[config.mk]
export PLATFORM = sky130hd
export DESIGN_NAME = flash_score_store
export DESIGN_NICKNAME = d
export VERILOG_FILES = /design/src/rtl/flash_cmd_pkg.sv /design/src/rtl/flash_bus_op.sv /design/src/rtl/flash_score_store.sv
export SDC_FILE = /design/constraint.sdc
export NUM_CORES = 1
export LEC_CHECK = 0
export CAP_MARGIN = 20
export CELL_PAD_IN_SITES_DETAIL_PLACEMENT = 0
export CELL_PAD_IN_SITES_GLOBAL_PLACEMENT = 1
export CORE_MARGIN = 4
export CORE_UTILIZATION = 52
export DETAILED_ROUTE_END_ITERATION = 6
export PLACE_DENSITY = 0.88
export SYNTH_ARGS = -nofsm -noshare
export SYNTH_HDL_FRONTEND = slang
export SYNTH_SLANG_ARGS = --single-unit
[constraint.sdc]
create_clock -name CLK_50MHZ -period 5.8 [get_ports CLK_50MHZ]
set_input_delay 1.74 -clock CLK_50MHZ [delete_from_list [all_inputs] [get_ports CLK_50MHZ]]
set_output_delay 1.74 -clock CLK_50MHZ [all_outputs]
set_load 0.02 [all_outputs]
[src/rtl/flash_cmd_pkg.sv]
// Shared definitions for the flash score store: Intel-style command bytes,
// status register bit positions and the state encodings of both FSMs.
package flash_cmd_pkg;

    localparam logic [7:0] CMD_READ_ARRAY   = 8'hFF;
    localparam logic [7:0] CMD_PROGRAM      = 8'h40;
    localparam logic [7:0] CMD_READ_STATUS  = 8'h70;
    localparam logic [7:0] CMD_CLEAR_STATUS = 8'h50;

    localparam int SR_READY   = 7;
    localparam int SR_PRG_ERR = 4;
    localparam int SR_VPP_ERR = 3;

    typedef enum logic [3:0] {
        IDLE    = 4'd0,
        L_ARRAY = 4'd1,
        L_READ  = 4'd2,
        S_SETUP = 4'd3,
        S_DATA  = 4'd4,
        S_STCMD = 4'd5,
        S_POLL  = 4'd6,
        S_CLR   = 4'd7,
        S_NEXT  = 4'd8,
        FIN     = 4'd9,
        V_READ  = 4'd10
    } main_state_e;

    typedef enum logic [1:0] {
        BUS_IDLE = 2'd0,
        BUS_REQ  = 2'd1,
        BUS_WAIT = 2'd2
    } bus_state_e;

    // A ready status word reports failure through either error bit.
    function automatic logic status_failed(input logic [7:0] status);
        return status[SR_PRG_ERR] | status[SR_VPP_ERR];
    endfunction

endpackage

[src/rtl/flash_bus_op.sv]
// Single bridge transaction: latches address/data/direction on op_go,
// raises fb_start one cycle later and holds it until fb_done is sampled.
module flash_bus_op
    import flash_cmd_pkg::*;
(
    input  logic       CLK_50MHZ,
    input  logic       RST,
    input  logic       op_go,
    input  logic       op_rd,
    input  logic [7:0] op_addr,
    input  logic [7:0] op_wdata,
    output logic       op_done,
    output logic [7:0] op_rdata,
    output logic [7:0] fb_addr,
    output logic [7:0] fb_wdata,
    output logic       fb_dir_rw,
    output logic       fb_start,
    input  logic       fb_done,
    input  logic [7:0] fb_rdata
);

    bus_state_e bus_state_r;
    logic [7:0] addr_r;
    logic [7:0] wdata_r;
    logic       dir_rw_r;
    logic       start_r;
    logic       op_done_r;
    logic [7:0] rdata_r;

    // Handshake sequencer; the bus registers only change while no op is in flight.
    always_ff @(posedge CLK_50MHZ or negedge RST) begin
        if (!RST) begin
            bus_state_r <= BUS_IDLE;
            addr_r      <= 8'h00;
            wdata_r     <= 8'h00;
            dir_rw_r    <= 1'b1;
            start_r     <= 1'b0;
            op_done_r   <= 1'b0;
            rdata_r     <= 8'h00;
        end else begin
            op_done_r <= 1'b0;
            case (bus_state_r)
                BUS_IDLE: begin
                    if (op_go) begin
                        addr_r      <= op_addr;
                        wdata_r     <= op_wdata;
                        dir_rw_r    <= op_rd;
                        bus_state_r <= BUS_REQ;
                    end
                end
                BUS_REQ: begin
                    start_r     <= 1'b1;
                    bus_state_r <= BUS_WAIT;
                end
                BUS_WAIT: begin
                    if (fb_done) begin
                        start_r     <= 1'b0;
                        rdata_r     <= fb_rdata;
                        op_done_r   <= 1'b1;
                        bus_state_r <= BUS_IDLE;
                    end
                end
                default: begin
                    start_r     <= 1'b0;
                    bus_state_r <= BUS_IDLE;
                end
            endcase
        end
    end

    assign fb_addr   = addr_r;
    assign fb_wdata  = wdata_r;
    assign fb_dir_rw = dir_rw_r;
    assign fb_start  = start_r;
    assign op_done   = op_done_r;
    assign op_rdata  = rdata_r;

endmodule

[src/rtl/flash_score_store.sv]
// Scoreboard byte bank backed by parallel NOR flash. A load pulse fills the
// bank from flash; a store pulse programs it byte by byte with status polling.
// Optional build macro FLASH_STORE_VERIFY_EN adds a read-back compare after a
// clean store.
module flash_score_store
    import flash_cmd_pkg::*;
#(
    parameter logic [7:0] BASE_ADDR  = 8'h00,
    parameter int         NUM_BYTES  = 8,
    parameter int         POLL_LIMIT = 255
) (
    input  logic       CLK_50MHZ,
    input  logic       RST,
    input  logic       req_load,
    input  logic       req_store,
    output logic       busy,
    output logic       done,
    output logic       error,
    input  logic       wr_en,
    input  logic [3:0] wr_idx,
    input  logic [7:0] wr_data,
    input  logic [3:0] rd_idx,
    output logic [7:0] rd_data,
    output logic [7:0] fb_addr,
    output logic [7:0] fb_wdata,
    input  logic [7:0] fb_rdata,
    output logic       fb_dir_rw,
    output logic       fb_start,
    input  logic       fb_done
);

    localparam logic [3:0] LAST_IDX = 4'(NUM_BYTES - 1);
    localparam logic [4:0] DEPTH    = 5'(NUM_BYTES);
    localparam logic [8:0] POLL_MAX = 9'(POLL_LIMIT);

    main_state_e state_r;
    logic [3:0]  idx_r;
    logic [8:0]  poll_cnt_r;
    logic        issued_r;
    logic        busy_r;
    logic        done_r;
    logic        error_r;
    logic [7:0]  bank_r [16];

    logic        need_op_s;
    logic        op_rd_s;
    logic [7:0]  op_addr_s;
    logic [7:0]  op_wdata_s;
    logic        go_s;
    logic        op_done_s;
    logic [7:0]  op_rdata_s;
    logic [7:0]  byte_addr_s;
    logic        last_s;
    logic [7:0]  rd_data_s;

    assign byte_addr_s = BASE_ADDR + {4'd0, idx_r};
    assign last_s      = (idx_r == LAST_IDX);
    assign go_s        = need_op_s & ~issued_r;

    // Bus operation implied by the current main state (one op per state visit).
    always_comb begin
        need_op_s  = 1'b0;
        op_rd_s    = 1'b0;
        op_addr_s  = byte_addr_s;
        op_wdata_s = 8'h00;
        case (state_r)
            L_ARRAY: begin
                need_op_s  = 1'b1;
                op_addr_s  = BASE_ADDR;
                op_wdata_s = CMD_READ_ARRAY;
            end
            L_READ: begin
                need_op_s = 1'b1;
                op_rd_s   = 1'b1;
            end
            S_SETUP: begin
                need_op_s  = 1'b1;
                op_wdata_s = CMD_PROGRAM;
            end
            S_DATA: begin
                need_op_s  = 1'b1;
                op_wdata_s = bank_r[idx_r];
            end
            S_STCMD: begin
                need_op_s  = 1'b1;
                op_wdata_s = CMD_READ_STATUS;
            end
            S_POLL: begin
                need_op_s = 1'b1;
                op_rd_s   = 1'b1;
            end
            S_CLR: begin
                need_op_s  = 1'b1;
                op_wdata_s = CMD_CLEAR_STATUS;
            end
            FIN: begin
                need_op_s  = 1'b1;
                op_addr_s  = BASE_ADDR;
                op_wdata_s = CMD_READ_ARRAY;
            end
            V_READ: begin
                need_op_s = 1'b1;
                op_rd_s   = 1'b1;
            end
            default: begin
                need_op_s = 1'b0;
            end
        endcase
    end

    // Main sequencer: request acceptance, load/store/verify flow, bank and flags.
    always_ff @(posedge CLK_50MHZ or negedge RST) begin
        if (!RST) begin
            state_r    <= IDLE;
            idx_r      <= 4'd0;
            poll_cnt_r <= 9'd0;
            issued_r   <= 1'b0;
            busy_r     <= 1'b0;
            done_r     <= 1'b0;
            error_r    <= 1'b0;
            for (int i = 0; i < 16; i++) begin
                bank_r[i] <= 8'h00;
            end
        end else begin
            done_r <= 1'b0;
            if (go_s) begin
                issued_r <= 1'b1;
            end
            if (wr_en && !busy_r && ({1'b0, wr_idx} < DEPTH)) begin
                bank_r[wr_idx] <= wr_data;
            end
            case (state_r)
                IDLE: begin
                    issued_r <= 1'b0;
                    if (req_load) begin
                        error_r <= 1'b0;
                        busy_r  <= 1'b1;
                        idx_r   <= 4'd0;
                        state_r <= L_ARRAY;
                    end else if (req_store) begin
                        error_r <= 1'b0;
                        busy_r  <= 1'b1;
                        idx_r   <= 4'd0;
                        state_r <= S_SETUP;
                    end
                end
                L_ARRAY: begin
                    if (op_done_s) begin
                        issued_r <= 1'b0;
                        state_r  <= L_READ;
                    end
                end
                L_READ: begin
                    if (op_done_s) begin
                        issued_r      <= 1'b0;
                        bank_r[idx_r] <= op_rdata_s;
                        if (last_s) begin
                            busy_r  <= 1'b0;
                            done_r  <= 1'b1;
                            state_r <= IDLE;
                        end else begin
                            idx_r <= idx_r + 4'd1;
                        end
                    end
                end
                S_SETUP: begin
                    if (op_done_s) begin
                        issued_r <= 1'b0;
                        state_r  <= S_DATA;
                    end
                end
                S_DATA: begin
                    if (op_done_s) begin
                        issued_r <= 1'b0;
                        state_r  <= S_STCMD;
                    end
                end
                S_STCMD: begin
                    if (op_done_s) begin
                        issued_r   <= 1'b0;
                        poll_cnt_r <= 9'd0;
                        state_r    <= S_POLL;
                    end
                end
                S_POLL: begin
                    if (op_done_s) begin
                        issued_r   <= 1'b0;
                        poll_cnt_r <= poll_cnt_r + 9'd1;
                        if (op_rdata_s[SR_READY]) begin
                            if (status_failed(op_rdata_s)) begin
                                error_r <= 1'b1;
                                state_r <= S_CLR;
                            end else begin
                                state_r <= S_NEXT;
                            end
                        end else if (poll_cnt_r + 9'd1 == POLL_MAX) begin
                            error_r <= 1'b1;
                            state_r <= S_CLR;
                        end
                    end
                end
                S_NEXT: begin
                    if (last_s) begin
                        state_r <= S_CLR;
                    end else begin
                        idx_r   <= idx_r + 4'd1;
                        state_r <= S_SETUP;
                    end
                end
                S_CLR: begin
                    if (op_done_s) begin
                        issued_r <= 1'b0;
                        state_r  <= FIN;
                    end
                end
                FIN: begin
                    if (op_done_s) begin
                        issued_r <= 1'b0;
`ifdef FLASH_STORE_VERIFY_EN
                        if (!error_r) begin
                            idx_r   <= 4'd0;
                            state_r <= V_READ;
                        end else begin
                            busy_r  <= 1'b0;
                            done_r  <= 1'b1;
                            state_r <= IDLE;
                        end
`else
                        busy_r  <= 1'b0;
                        done_r  <= 1'b1;
                        state_r <= IDLE;
`endif
                    end
                end
                V_READ: begin
                    if (op_done_s) begin
                        issued_r <= 1'b0;
                        if (op_rdata_s != bank_r[idx_r]) begin
                            error_r <= 1'b1;
                        end
                        if (last_s) begin
                            busy_r  <= 1'b0;
                            done_r  <= 1'b1;
                            state_r <= IDLE;
                        end else begin
                            idx_r <= idx_r + 4'd1;
                        end
                    end
                end
                default: begin
                    issued_r <= 1'b0;
                    busy_r   <= 1'b0;
                    state_r  <= IDLE;
                end
            endcase
        end
    end

    // Host read port; indices beyond the bank depth read as zero.
    always_comb begin
        if ({1'b0, rd_idx} < DEPTH) begin
            rd_data_s = bank_r[rd_idx];
        end else begin
            rd_data_s = 8'h00;
        end
    end

    flash_bus_op u_bus_op (
        .CLK_50MHZ (CLK_50MHZ),
        .RST       (RST),
        .op_go     (go_s),
        .op_rd     (op_rd_s),
        .op_addr   (op_addr_s),
        .op_wdata  (op_wdata_s),
        .op_done   (op_done_s),
        .op_rdata  (op_rdata_s),
        .fb_addr   (fb_addr),
        .fb_wdata  (fb_wdata),
        .fb_dir_rw (fb_dir_rw),
        .fb_start  (fb_start),
        .fb_done   (fb_done),
        .fb_rdata  (fb_rdata)
    );

    assign busy    = busy_r;
    assign done    = done_r;
    assign error   = error_r;
    assign rd_data = rd_data_s;

endmodule

==> metrics.md <==
| Metric | Value |
|---|---|
| Outcome | `completed` |
| Num CTS Buffers | `17` |
| Fin worst setup slack | `roughly 300 ps` |
| RePlAce Congestion | `a little over 0.9` |
| Tmin final | `between 5000 and 6000 ps` |
| EDFF count, synth | `0` |
| Clock Sink Count | `174` |
| Slew headroom | `0.400` |
| # setup viols final | `0` |
| Worst skew pair latency | `around 430 ps` |
| Vias in the first global route | `roughly 7000` |
| Grt total ovfl | `0` |
| CP arrival | `3760 ps` |
| # fillers | `around 1500` |
| Worst setup EP type | `output port` |
| Crit Path Class | `primary input to output port` |
| Number of diodes | `0` |
| Net Sw Power | `~1.7 mW` |
| Commonest cells after routing, fill and taps aside | `dfrtp_1 (172), nor2_1 (106), a21oi_1 (91), mux2i_1 (86), nand2_1 (71)` |
| Vias after detailed routing | `a little over 7000` |
| Fraction of layout cells with a size suffix above 1 | `0.172` |
| #FFs+latches synth | `about 170` |
| Post-Layout Cell Count | `about 1100` |
| Post-synthesis sequential area ratio | `0.455` |
| Final Skew | `roughly 6 ps` |
| Global-route wire length before repair | `between 40000 and 50000 microns` |
| Buffer count from post-CTS setup fixing | `0` |
| Worst setup startpoint | `rd_idx[0]` |
| CTS tree | `yes` |
| Worst Hold Depth | `1` |
| Post-Syn Area | `9570 sq um` |
| Crit start category | `primary input` |
| Hold_sp | `bank_r[40]` |
| Nets@finish | `about 940` |
| DP Wirelength | `between 15000 and 20000 microns` |
| Hold endpoint | `bank_r[40]` |
| PnR Total Power | `between 4 and 5 mW` |
| H-tree levels | `4` |
| Die Y | `between 100 and 150 microns` |
| Logic pwr share | `0.314` |
| Initial antenna violation count | `0` |
| R2r startpoint | `state_r[1]` |
| Remaining DRCs | `0` |
| Placed cells | `between 1000 and 1500` |
| Syn avg cell area | `approximately 11 sq um` |
| Worst Tran Pin Value | `between 900 and 1000 ps` |
| DP Worst Slack | `305 ps` |
| Synth Flop Type | `dfrtp_1` |
| Largest net degree at the start of global routing | `87` |
| Setup Total Neg Slack | `0 ps` |
| Cells on worst reg2reg path | `7` |
| Asr flop ratio synth | `1.00` |
| Hold_ws | `about 500 ps` |
| VDD IR max | `236 uV` |
| Port Buf Inserts | `54` |
| Post-route ant nets | `0` |
| Worst min-delay path class | `register to register` |
| First-pass DRT Iterations | `5` |
| Global Route Usage Sum | `0.259` |
| Worst R2R End | `bank_r[86]` |
| CP max FO | `16` |
| Initial Util | `0.531` |
| Max Root-Sink Buffers | `2` |
| Switching share of power | `0.373` |
| Clock Pin Slew Worst Setup and Hold Paths | `approximately 60 ps` |
| Worst Path Required | `a little over 4000 ps` |
| Iteration-0 DRC Markers | `~640` |
| Area grow syn2layout | `12.9%` |
| Commonest non-fill, non-tap cell in the layout | `dfrtp_1` |
| CTS hold repair buffers | `0` |
| Final wirelength | `about 26000 microns` |
| FF-to-FF setup slack | `~2600 ps` |
| Slew Viols, Final | `0` |
| Width of the die | `around 140 microns` |
| Pint | `approximately 3 mW` |
| Via density | `6.20` |
| Max-cap viol count | `0` |
| Die area | `around 21000 sq um` |
| Post-Syn Instances | `roughly 890` |
| Ys Warns | `0` |
| Unrepaired setup endpoints after global routing | `false` |
| Final hold viol count | `0` |
| Core area | `between 15000 and 20000 sq um` |
| Wire per inst | `about 22 microns` |
| Fmax | `about 180 MHz` |
| Post-CTS Resized | `0` |
| Row count | `49` |
| Power share of the clock group | `0.251` |
| Post-synthesis cell type count | `52` |
| Sequential power share | `0.435` |
| Num ports | `~60` |
| Pwr Density | `between 400 and 500 nW/um^2` |
| Final Cycle Share | `0.948` |
| Leakage | `4.78 nW` |
| Root buffer cell | `clkbuf_16` |
-- flip-flops by register name, summed over array words and instances (netlist names) --
register              cells
bank_r                  128
busy                      1
done                      1
error                     1
idx_r                     4
issued_r                  1
poll_cnt_r                9
state_r                   4
u_bus_op.bus_state_r      2
u_bus_op.fb_addr          4
u_bus_op.fb_dir_rw        1
u_bus_op.fb_start         1
u_bus_op.fb_wdata         8
u_bus_op.op_done          1
u_bus_op.op_rdata         8
-- cell families after synthesis --
group                    synth area share
buffers and inverters              0.0388
AND/OR/NAND/NOR                     0.110
AO/OA/AOI/OAI                      0.0995
adder cells (fa/ha/maj)           0.00784
flip-flops                          0.455
XOR/XNOR                           0.0137
multiplexers                        0.275
other                            0.000392
-- synth_stat cells (4+ instances only) --
library cell,number,area (sq um)
dfrtp_1,173,4330
nor2_1,106,398
a21oi_1,91,455
mux2i_1,86,861
nand2_1,71,267
mux2_2,65,732
mux4_2,46,1040
clkbuf_1,40,150
o21ai_0,31,155
buf_1,17,63.8
nand3_1,16,80.1
inv_1,15,56.3
buf_2,9,45.0
nor2b_1,9,56.3
o211ai_1,8,60.1
xnor2_1,8,70.1
o31ai_1,7,52.6
xor2_1,7,61.3
and2_1,6,37.5
and3_1,6,37.5
ha_1,6,75.1
nor3_1,6,30.0
a211oi_1,5,37.5
a31oi_1,5,31.3
nand4_1,5,31.3
o22ai_1,5,31.3
and2_0,4,25.0
buf_4,4,30.0
clkinv_1,4,15.0
nand2b_1,4,25.0
-- layout make-up --
type | instances | area, sq um | area share
Clock buffer | 21 | 460 | 0.0426
Clock inverter | 11 | 140 | 0.0130
Multi-Input combinational cell | 630 | 4860 | 0.449
Timing Repair Buffer | 65 | 637 | 0.0589
Inverter | 19 | 71.3 | 0.00660
Tap cell | 229 | 287 | 0.0265
Sequential cell | 174 | 4360 | 0.403
-- metal layers --
layer	GRT usage	part of all wire	vias up
met1	0.384	0.44	3552
met3	0.0519	0.076	34
li1	-	-	3228
met2	0.391	0.47	308
met4	0.0758	0.017	0
met5	0	0	-
-- worst max-delay path: stages --
cell and delay (ps):
clkdlybuf4s50_1 510, buf_12 190, mux4_2 510, mux2i_1 200, nor2_1 60, clkdlybuf4s50_1 540
-- power by group through the flow --
stage / clock [mW] / combinational [mW] / sequential, mW
after global routing: 1.24 / 1.61 / 2.07
final: 1.17 / 1.46 / 2.03
after global placement: 0 / 1.42 / 2.04
after detailed placement: 0 / 1.45 / 2.03
after CTS: 1.18 / 1.46 / 2.01
after floorplan: 0 / 1.17 / 1.74
-- worst max path at each step --
| stage | to | slack [ps] | cells past startpoint |
|---|---|---|---|
| finish | rd_data[3] | 300 | 6 |
| CTS | rd_data[3] | 290 | 6 |
| global route | rd_data[3] | 210 | 6 |
| global placement | rd_data[3] | 340 | 6 |
| detailed placement | rd_data[3] | 300 | 6 |
| floorplan | rd_data[5] | 850 | 5 |
-- stage by stage --
stage | instance area [sq um] | utilization
3_5_place_dp | 10200 | 0.566
6_report | 10800 | 0.600
3_3_place_gp | 10200 | 0.566
5_1_grt | 10800 | 0.600
2_1_floorplan | 9580 | -
4_1_cts | 10800 | 0.600
Power figures use the tool's default switching activity.
